`config.mk`:
```
export PLATFORM = sky130hd
export DESIGN_NAME = instr_fetch_unit
export DESIGN_NICKNAME = d
export VERILOG_FILES = /design/src/rtl/instr_fetch_unit.sv
export SDC_FILE = /design/constraint.sdc
export NUM_CORES = 1
export LEC_CHECK = 0
export CORE_ASPECT_RATIO = 1.75
export CORE_UTILIZATION = 40
export CTS_BUF_LIST = sky130_fd_sc_hd__clkbuf_16
export DETAILED_ROUTE_END_ITERATION = 6
export GPL_TIMING_DRIVEN = 0
export HOLD_SLACK_MARGIN = 0.02
export PLACE_DENSITY = 0.75
export SYNTH_ARGS = -nofsm -noshare
export SYNTH_HDL_FRONTEND = slang
export SYNTH_SLANG_ARGS = --single-unit
```
`constraint.sdc`:
```
create_clock -name i_clk -period 2.75 [get_ports i_clk]
set_input_delay 0.275 -clock i_clk [delete_from_list [all_inputs] [get_ports i_clk]]
set_output_delay 0.275 -clock i_clk [all_outputs]
set_load 0.05 [all_outputs]
```
`src/rtl/instr_fetch_unit.sv`:
```
// Instruction fetch unit: credit-limited sequential fetch, in-order response buffering, redirect flush.
// Optional build macro IFU_MISALIGN_CHECK_EN adds a HALT state and o_fetch_misaligned for misaligned redirects.
module instr_fetch_unit #(
    parameter int                    DATA_WIDTH = 32,
    parameter logic [DATA_WIDTH-1:0] RESET_PC   = 32'h0000_0000,
    parameter int                    FIFO_DEPTH = 2
) (
    input  logic                  i_clk,
    input  logic                  i_reset,
    output logic                  o_imem_req_valid,
    input  logic                  i_imem_req_ready,
    output logic [DATA_WIDTH-1:0] o_imem_req_addr,
    input  logic                  i_imem_rsp_valid,
    input  logic [DATA_WIDTH-1:0] i_imem_rsp_data,
    output logic                  o_instr_valid,
    input  logic                  i_instr_ready,
    output logic [DATA_WIDTH-1:0] o_instr,
    output logic [DATA_WIDTH-1:0] o_instr_pc,
    input  logic                  i_redirect_valid,
    input  logic [DATA_WIDTH-1:0] i_redirect_pc
`ifdef IFU_MISALIGN_CHECK_EN
    ,
    output logic                  o_fetch_misaligned
`endif
);

    localparam int AW = (FIFO_DEPTH > 1) ? $clog2(FIFO_DEPTH) : 1;
    localparam int CW = $clog2(FIFO_DEPTH + 1);
    localparam logic [CW:0] DEPTH_C = (CW+1)'(FIFO_DEPTH);

    typedef enum logic [1:0] {
        S_IDLE,
        S_FETCH
`ifdef IFU_MISALIGN_CHECK_EN
        ,
        S_HALT
`endif
    } state_t;

    state_t                state_q, state_d;
    logic [DATA_WIDTH-1:0] pc_q, pc_d;
    logic [CW-1:0]         outst_q, outst_d;
    logic [CW-1:0]         discard_q, discard_d;
    logic [CW-1:0]         count_q, count_d;
    logic [AW-1:0]         pcq_wr_q, pcq_rd_q;
    logic [AW-1:0]         fifo_wr_q, fifo_rd_q;

    logic [DATA_WIDTH-1:0] pcq_mem       [FIFO_DEPTH];
    logic [DATA_WIDTH-1:0] fifo_data_mem [FIFO_DEPTH];
    logic [DATA_WIDTH-1:0] fifo_pc_mem   [FIFO_DEPTH];

    logic                  req_fire, rsp_fire, push, pop;
    logic [DATA_WIDTH-1:0] target_pc;

`ifdef IFU_MISALIGN_CHECK_EN
    logic target_misaligned;
    assign target_misaligned  = |i_redirect_pc[1:0];
    assign target_pc          = i_redirect_pc;
    assign o_fetch_misaligned = (state_q == S_HALT);
`else
    // Low address bits are forced to zero; they carry no information here.
    logic unused_redirect_lsb;
    assign unused_redirect_lsb = ^i_redirect_pc[1:0];
    assign target_pc           = {i_redirect_pc[DATA_WIDTH-1:2], 2'b00};
`endif

    assign req_fire = o_imem_req_valid & i_imem_req_ready;
    assign rsp_fire = i_imem_rsp_valid & (outst_q != '0);
    assign pop      = o_instr_valid & i_instr_ready;
    // A response landing in the redirect cycle belongs to the old stream.
    assign push     = rsp_fire & (discard_q == '0) & ~i_redirect_valid;

    always_comb begin
        state_d          = state_q;
        o_imem_req_valid = 1'b0;
        case (state_q)
            S_IDLE:  state_d = S_FETCH;
            S_FETCH: o_imem_req_valid = ({1'b0, outst_q} + {1'b0, count_q}) < DEPTH_C;
            default: state_d = state_q;
        endcase
`ifdef IFU_MISALIGN_CHECK_EN
        if (i_redirect_valid) begin
            state_d = target_misaligned ? S_HALT : S_FETCH;
        end
`endif
    end

    always_comb begin
        outst_d = outst_q + CW'(req_fire) - CW'(rsp_fire);
        if (i_redirect_valid) begin
            discard_d = outst_d;
        end else if (rsp_fire && (discard_q != '0)) begin
            discard_d = discard_q - CW'(1);
        end else begin
            discard_d = discard_q;
        end
        if (i_redirect_valid) begin
            pc_d = target_pc;
        end else if (req_fire) begin
            pc_d = pc_q + DATA_WIDTH'(4);
        end else begin
            pc_d = pc_q;
        end
        count_d = i_redirect_valid ? '0 : (count_q + CW'(push) - CW'(pop));
    end

    always_ff @(posedge i_clk) begin
        if (i_reset) begin
            state_q   <= S_IDLE;
            pc_q      <= RESET_PC;
            outst_q   <= '0;
            discard_q <= '0;
            count_q   <= '0;
            pcq_wr_q  <= '0;
            pcq_rd_q  <= '0;
            fifo_wr_q <= '0;
            fifo_rd_q <= '0;
        end else begin
            state_q   <= state_d;
            pc_q      <= pc_d;
            outst_q   <= outst_d;
            discard_q <= discard_d;
            count_q   <= count_d;
            // The PC queue tracks in-flight requests, so it survives redirects.
            pcq_wr_q  <= pcq_wr_q + AW'(req_fire);
            pcq_rd_q  <= pcq_rd_q + AW'(rsp_fire);
            if (i_redirect_valid) begin
                fifo_wr_q <= '0;
                fifo_rd_q <= '0;
            end else begin
                fifo_wr_q <= fifo_wr_q + AW'(push);
                fifo_rd_q <= fifo_rd_q + AW'(pop);
            end
        end
    end

    always_ff @(posedge i_clk) begin
        if (req_fire) begin
            pcq_mem[pcq_wr_q] <= pc_q;
        end
        if (push) begin
            fifo_data_mem[fifo_wr_q] <= i_imem_rsp_data;
            fifo_pc_mem[fifo_wr_q]   <= pcq_mem[pcq_rd_q];
        end
    end

    assign o_imem_req_addr = pc_q;
    assign o_instr_valid   = (count_q != '0);
    assign o_instr         = o_instr_valid ? fifo_data_mem[fifo_rd_q] : '0;
    assign o_instr_pc      = o_instr_valid ? fifo_pc_mem[fifo_rd_q]   : '0;

endmodule

```
# Word level (Yosys, flattened, before mapping)
# Memories as Yosys holds them, arrays and structs flattened. A register that Yosys moved wholly into a read port is not among the register bits.
# Index checks and enable logic that the tools add are counted.
# word_totals
register_bits,43
mem_bits_rw,192
input_bits,70
out_inout_bits,98
word_cells,54
n_memories,3
# classes
addsub,11
magnitude_cmp,1
n_mux,14
bitwise_logic,6
n_reduce_logical,9
# memory_table
name,words,word_bits,rd,rd_clocked_by_memory_dff,wr,line,source
fifo_data_mem,2,32,1,1,1,49,logic [DATA_WIDTH-1:0] fifo_data_mem [FIFO_DEPTH];
fifo_pc_mem,2,32,1,1,1,50,logic [DATA_WIDTH-1:0] fifo_pc_mem [FIFO_DEPTH];
pcq_mem,2,32,1,1,1,48,logic [DATA_WIDTH-1:0] pcq_mem [FIFO_DEPTH];
# ops
op,n
$mux 32,4
$add 32x3->32 const B,1
$reduce_bool 2->1,5
$mux 1,8
$and 1x1->1,5
$add 1x1->1,4
$add 2x1->2,2
$logic_not 2->1,2
$mux 2,2
$sub 2x1->2,2
$add 2x2->3,1
$lt 3x2->1 const B,1
$reduce_or 2->1,1
$sub 2x1->2 const B,1
$logic_and 1x1->1,1
$not 1->1,1

# Logic depth before layout (Yosys ltp)
# Gate-level depths: netlist (run 1).
# depth
word_depth,7
mapped_depth,11
mapped_depth_nobuf,10

# Least setup slack after synthesis (run 1)
# Ideal clock, no wire load.
# synth_path
path_type,input to register
from,input i_redirect_valid
to,"memory fifo_data_mem[1][0], enable pin"
setup_ns,0.427
arrival_ns,2.548
required_ns,2.323
path_slack_ns,-0.225
stages,6
path_buffers,2
cell_sequence,clkbuf_1 > inv_2 > clkbuf_1 > nand3_1 > inv_1 > ha_1
# synth_via
elab_chain_cells,4
# synth_lines
element,line,source
"start, declared",19,"input logic i_redirect_valid,"
$not 1->1,71,assign push = rsp_fire & (discard_q == '0) & ~i_redirect_valid;
$and 1x1->1,71,
$mux 1,141,if (push) begin
$mux 1 (not written as such),142,fifo_data_mem[fifo_wr_q] <= i_imem_rsp_data;
"end, declared",49,
# Every way passes these cells.

# Final worst setup path (run 1)
# layout_path
from,register outst_q[0]
to,register discard_q[1]
# layout_via
elab_chain_cells,7
word_cells_on_any_way,11
classes_between,3 x add/sub; 1 x order compare; 2 x mux; 2 x bitwise; 3 x reduce/logical
# layout_lines
element,line,source
"start, declared",42,"logic [CW-1:0] outst_q, outst_d;"
"start signal, assigned",121,outst_q <= outst_d;
$add 2x2->3,78,"S_FETCH: o_imem_req_valid = ({1'b0, outst_q} + {1'b0, count_q}) < DEPTH_C;"
$lt 3x2->1,78,
$mux 1,76,case (state_q)
$and 1x1->1,67,assign req_fire = o_imem_req_valid & i_imem_req_ready;
$add 2x1->2,89,outst_d = outst_q + CW'(req_fire) - CW'(rsp_fire);
$sub 2x1->2,89,
$mux 2,90,if (i_redirect_valid) begin
"end signal, assigned",122,discard_q <= discard_d;
"end, declared",43,"logic [CW-1:0] discard_q, discard_d;"
# Several ways; a longest one is shown, not always the timed one.
# A chain may end at the register's enable or synchronous reset.

==> flow_summary.toml, run 1 <==
[power]
vdd_drop_max_v = 0.000487
cellPowerDensity_mw_per_mm2 = 690
p_leak_uw = 0.00473
power_uw = 8200

[yosys]
yosysMostFrequentCell = "edfxtp_1"
yosys.cell_types.count = 40
synth_top_cell_by_area = "edfxtp_1"
synth_edf_count = 184
synth_cells = 622
synth-seq-cells = 225
synth_top_area_share_pct = 61.0
avgSynthCellArea_sq_um = 14.6
ys_seq_area_share_pct = 70.0
synth.area.top_cells = "edfxtp_1 61%, dfxtp_1 9.1%, mux2i_1 7.0%"
synth_top_family_by_area = "multiplexers"
yosys-top-cells-count = "184 x edfxtp_1, 93 x nor2_1, 63 x mux2i_1, 41 x dfxtp_1, 30 x mux2_2"
synth_xor_area_share_pct = 3.48
synthAdderAreaFrac_pct = 1.60
async_flop_share_pct = 0
synth_compound_area_share_pct = 2.88
synthMuxAreaShare_pct = 10.7
yosys.area_share.simple_pct = 9.19
yosys_warnings = 0
ys.flop_type = "edfxtp_1"
syn-cell-area_sq_mm = 0.00906

[critical_path]
r2r.worst_path.cells = 11
reg2reg_to = "discard_q[1]"
cp-endpoint = "discard_q[1]"
cpLargestDelayFamily = "adder cells"
crit_path_start = "outst_q[0]"
crit_buf_inv = 2
path_cells = "and2_1 -> fa_1 -> nand4bb_1 -> buf_4 -> ha_1 -> inv_1 -> ha_1 -> xor2_1 -> xnor2_1 -> nor2_1 -> o21a_1"
rrSetupSlack_ns = 0.15
worst-path-max-fanout = 10
r2r_start = "outst_q[0]"
crit_path_end_kind = "flip-flop"
crit_top_cell = "ha_1"
cp-start-kind = "flip-flop"
cp.required_ns = 3.13
path_depth = 11
cp.arrival_ns = 2.98
slowest_delay_ns = 0.46
slowest_stage = "fa_1"
criticalPathCategory = "flip-flop to flip-flop"

[cts]
clockRootBuffer = "clkbuf_16"
clockBufferDepth = 3
cts_hold_buf = 0
cts.sinks = 225
htreeDepth = 1
cts_buffers = 20
cts_tree = "built"
insertion_delay_ns = 0.48
clkSlewWorstSetupHoldPaths_ns = 0.07

[flow_run]
drv_cap = 0

[drt]
first_pass_iters = 4
vias_per_cell = 4.90
vias = 5483
drtIter0Drc = 188
wl_per_cell_um = 16.7
ant_nets = 0
drc = 0
finalWirelength_mm = 18.7

[floorplanning]
die_h_um = 201
rows = 72
coreArea_sq_mm = 0.0222
die_area_sq_mm = 0.0233
die_w_um = 116
start_util_pct = 40.9
pin_count = 168

[final_layout]
area_growth_syn_to_layout_pct = 31.1
num_antenna_cells = 0
drive_above_1_share_pct = 11.4
nFillCells = 1883
layout.nets = 889
multi_input_area_sq_mm = 0.00258
seq_area_sq_mm = 0.00635

[placed_design]
dp_hpwl_mm = 13.3
gp_congestion = 0.883
port_buffers = 160

[worst_hold_path]
hold_class = "primary input to flip-flop"

[global_route]
grt_max_degree = 63
grt_pass1_vias = 5500
grt_first_pass_wirelength_mm = 28.2
track_usage_pct = 15.9
grt_antenna_before_repair = 0
grt-ovfl-total = 0

[sta]
post-route-period-util_pct = 94.4
maxSlewHeadroom_pct = 40.3
hold-worst-slack_ns = 0.292
rsz0062_at_grt = "no"
skew_ns = 0.00778
fmax_mhz = 385
finalSetupViolCount = 0
final_max_slew_viol_count = 0
post-route-min-period_ns = 2.60
hold_viol_final = 0
tightest_slew_ns = 0.896

[status]
status = "finished, final reports clean"
[layer usage]
layer	wire [um]	track usage (%)	vias up
met2	10700	31.3	159
met4	521	6.04	0
met3	846	2.11	30
met1	6660	16.3	2656
li1	-	-	2638
met5	0	0	-
[cell families (layout without fill, tap and decap cells)]
kind of cell,after synthesis,count (layout)
other,1,4
buffers and inverters,47,244
XOR/XNOR,36,36
multiplexers,93,93
flip-flops,225,225
AND/OR/NAND/NOR,168,168
AO/OA/AOI/OAI,41,41
adder cells (fa/ha/maj),11,11
[flip-flops by register name (all words and copies together), names as in the netlist]
register and count:
outst_q 2, fifo_rd_q 1, discard_q 2, count_q 2
state_q 1, pcq_wr_q 1, pcq_mem 60, fifo_data_mem 64
pcq_rd_q 1, fifo_pc_mem 60, o_imem_req_addr 30, fifo_wr_q 1
[how the worst min path moves through the flow]
stage                        startpoint                  to  cells after the start
global route           i_redirect_valid  o_imem_req_addr[2]                      4
CTS                    i_redirect_valid  o_imem_req_addr[2]                      4
floorplan                       i_reset          outst_q[0]                      1
finish                 i_redirect_valid  o_imem_req_addr[2]                      4
global placement    o_imem_req_addr[31]      pcq_mem[1][31]                      0
detailed placement  o_imem_req_addr[31]      pcq_mem[1][31]                      0
[layout make-up]
type / instances / area share [%]
Timing Repair Buffer: 162 / 14.4
Sequential cell: 225 / 53.4
Buffer: 31 / 1.22
Multi-Input combinational cell: 353 / 21.7
Inverter: 15 / 0.474
Clock inverter: 15 / 1.27
Clock buffer: 21 / 4.42
Tap cell: 296 / 3.12
[through the flow]
stage | cells | TNS (ns) | worst slack (ns) | util (%) | cell area (sq um)
after floorplan | 625 | -27.92 | -0.225 | - | 9080
after global routing | 1118 | 0 | 0.0321 | 53.6 | 11900
final | 1118 | 0 | 0.153 | 53.6 | 11900
after global placement | 1081 | -189.39 | -1.39 | 49.9 | 11000
after CTS | 1118 | 0 | 0.000488 | 53.2 | 11800
after detailed placement | 1081 | -20.11 | -0.234 | 50.0 | 11100
[what timing repair did]
item,in CTS,in global routing
gates resized for setup,35,45
endpoints found under the setup margin,130,46
setup buffers,2,0
gates cloned,0,0
[cell usage in the layout (no fill, tap or decap), drive strengths merged, types with 17 or more instances in the layout]
cell type	n
a211oi	17
mux2	30
xnor2	20
dfxtp	41
nand2	21
edfxtp	184
clkbuf	38
clkdlybuf4s50	99
dlygate4sd2	20
mux2i	63
nor2	93
inv	20
dlymetal6s2s	41
[worst register-to-register path: cells and delay by family (launching register included)]
family | cells | cell delay (ns)
simple gates | 3 | 0.48
fa+ha+maj | 3 | 0.92
flops | 1 | 0.32
buf+inv | 2 | 0.26
compound gates | 1 | 0.18
xor+xnor | 2 | 0.33
[report_power, final]
part	internal (uW)	leakage, uW	switching, uW
combinational	498	0.00237	763
sequential	3990	0.00202	124
clock	1670	0.000338	1150
total	6160	0.00473	2040
Note: power is estimated with default switching activity, not from simulation.
==> run 2, diff against run 1 <==
- SETUP_SLACK_MARGIN: unset -> 0.02
==> run 2 against run 1 <==
Net effect: cell count unchanged; global-route usage about the same; combinational power about the same; largest power group unchanged; routed wire length decreased by 0.56%; clock power about the same.
==> flow_summary.toml, run 2 (synthesis gave the netlist of run 1 again) <==
[global_route]
grt_max_degree = 63
grt-ovfl-total = 0
grt_antenna_before_repair = 0
track_usage_pct = 15.9
grt_pass1_vias = 5501
grt_first_pass_wirelength_mm = 28.2

[power]
p_comb_share_pct = 15.3
swShare_pct = 24.9
p_clk_share_pct = 34.4
vdd_drop_max_v = 0.000486
power_uw = 8190
cellPowerDensity_mw_per_mm2 = 694
p_int_uw = 6150
p_leak_uw = 0.00440
seqPwrFrac_pct = 50.3
p_switching_uw = 2030

[final_layout]
seq_area_sq_mm = 0.00635
multi_input_area_sq_mm = 0.00259
final_cell_mix = "184 x edfxtp_1, 99 x clkdlybuf4s50_1, 92 x nor2_1"
drive_above_1_share_pct = 11.4
reg.largest.list = "fifo_data_mem (64), fifo_pc_mem (60), pcq_mem (60)"
num_antenna_cells = 0
max_flop_register = "fifo_data_mem"
design_area_sq_mm = 0.0118
layout.nets = 889
nFillCells = 1906
final_common_cell = "edfxtp_1"
area_growth_syn_to_layout_pct = 30.2
largest_reg_flops = 64

[sta]
maxSlewHeadroom_pct = 41.5
post-route-period-util_pct = 94.7
skew_ns = 0.00925
tightest_slew_ns = 0.877
hold_viol_final = 0
setup_ws_ns = 0.145
finalSetupViolCount = 0
final_max_slew_viol_count = 0
rsz0062_at_grt = "no"
fmax_mhz = 384
post-route-min-period_ns = 2.61
setup_tns_ns = 0

[critical_path]
crit_path_end_kind = "flip-flop"
slowest_delay_ns = 0.46
path_cells = "and2_1 -> fa_1 -> nand4bb_1 -> buf_4 -> ha_1 -> inv_1 -> ha_1 -> xor2_1 -> xnor2_1 -> nor2_1 -> o21a_1"
crit_top_cell = "ha_1"
cp.required_ns = 3.13
cp.arrival_ns = 2.99
criticalPathCategory = "flip-flop to flip-flop"
slowest_stage = "fa_1"
worst-path-max-fanout = 10
cp-start-kind = "flip-flop"

[flow_run]
drv_cap = 0

[cts]
cts_buffers = 20
clockBufferDepth = 3
cts_hold_buf = 0
insertion_delay_ns = 0.48
cts_tree = "built"
clockRootBuffer = "clkbuf_16"
clkSlewWorstSetupHoldPaths_ns = 0.06
htreeDepth = 1
cts.sinks = 225

[placed_design]
dp_hpwl_mm = 13.3
gp_congestion = 0.883
placed_cell_area_sq_mm = 0.0111
preCtsSetupSlack_ns = -0.234
port_buffers = 160

[drt]
ant_nets = 0
vias = 5472
finalWirelength_mm = 18.6
wl_per_cell_um = 16.6
drtIter0Drc = 181
vias_per_cell = 4.89
first_pass_iters = 5
drc = 0

[floorplanning]
rows = 72
start_util_pct = 40.9
coreArea_sq_mm = 0.0222
die_h_um = 201
die_w_um = 116
die_area_sq_mm = 0.0233
pin_count = 168

[status]
status = "finished, final reports clean"

[worst_hold_path]
hold_class = "primary input to flip-flop"
## run 2: cell count changes in the layout (fill, tap and decap cells not counted)
cell | before | now
dlymetal6s2s_1 | 41 | 16
nor4_2 | 2 | 1
nor4_4 | 3 | 4
dlygate4sd2_1 | 20 | 45
## run 2: power by group through the flow
stage               Clock, uW  Combinational (uW)  Sequential (uW)
floorplan                   0                 749             4260
global placement            0                1240             4190
detailed placement          0                1270             4190
CTS                      2880                1270             4120
global route             3000                1350             4140
finish                   2820                1250             4120
## run 2: worst paths after layout
check,slack (ns),depth (start not counted),to,startpoint
setup reg to reg,0.14,11,discard_q[1],outst_q[0]
hold / removal,0.29,4,o_imem_req_addr[2],i_redirect_valid
hold reg to reg,0.55,0,pcq_mem[0][31],o_imem_req_addr[31]
setup / recovery,0.14,11,discard_q[1],outst_q[0]
## run 2: area by class of cell
type,count,area share [%]
timing repair buffer,162,13.7
inverter,15,0.477
tap,296,3.14
multi-input combinational,353,21.9
buffer,31,1.23
clock inverter,15,1.28
clock buffer,21,4.45
sequential,225,53.8
## run 2: what timing repair did
item                       4_1_cts  5_1_grt
resized for setup               60       21
cloned                           0        0
setup endpoints to repair      131       21
buffers inserted                 2        0
## run 2: layer usage
layer | wire length (um) | share of wire [%] | track usage (%)
met5 | 0 | 0 | 0
met4 | 506 | 2.7 | 6.04
met3 | 790 | 4.3 | 2.14
met2 | 10600 | 57 | 31.3
met1 | 6660 | 36 | 16.3
## run 2: stage by stage
step	util, %	std cells	hold slack (ns)
floorplan	-	625	0.347
global placement	49.9	1081	0.511
detailed placement	50.0	1081	0.524
CTS	53.0	1118	0.289
global route	53.2	1118	0.330
finish	53.2	1118	0.289
## run 2: worst max-delay path: cells and delay by family (launching register included)
| family | cells | cell delay [ns] |
|---|---|---|
| flip-flops | 1 | 0.33 |
| adder cells (fa/ha/maj) | 3 | 0.92 |
| AO/OA/AOI/OAI | 1 | 0.18 |
| AND/OR/NAND/NOR | 3 | 0.48 |
| buffers and inverters | 2 | 0.26 |
| XOR/XNOR | 2 | 0.33 |
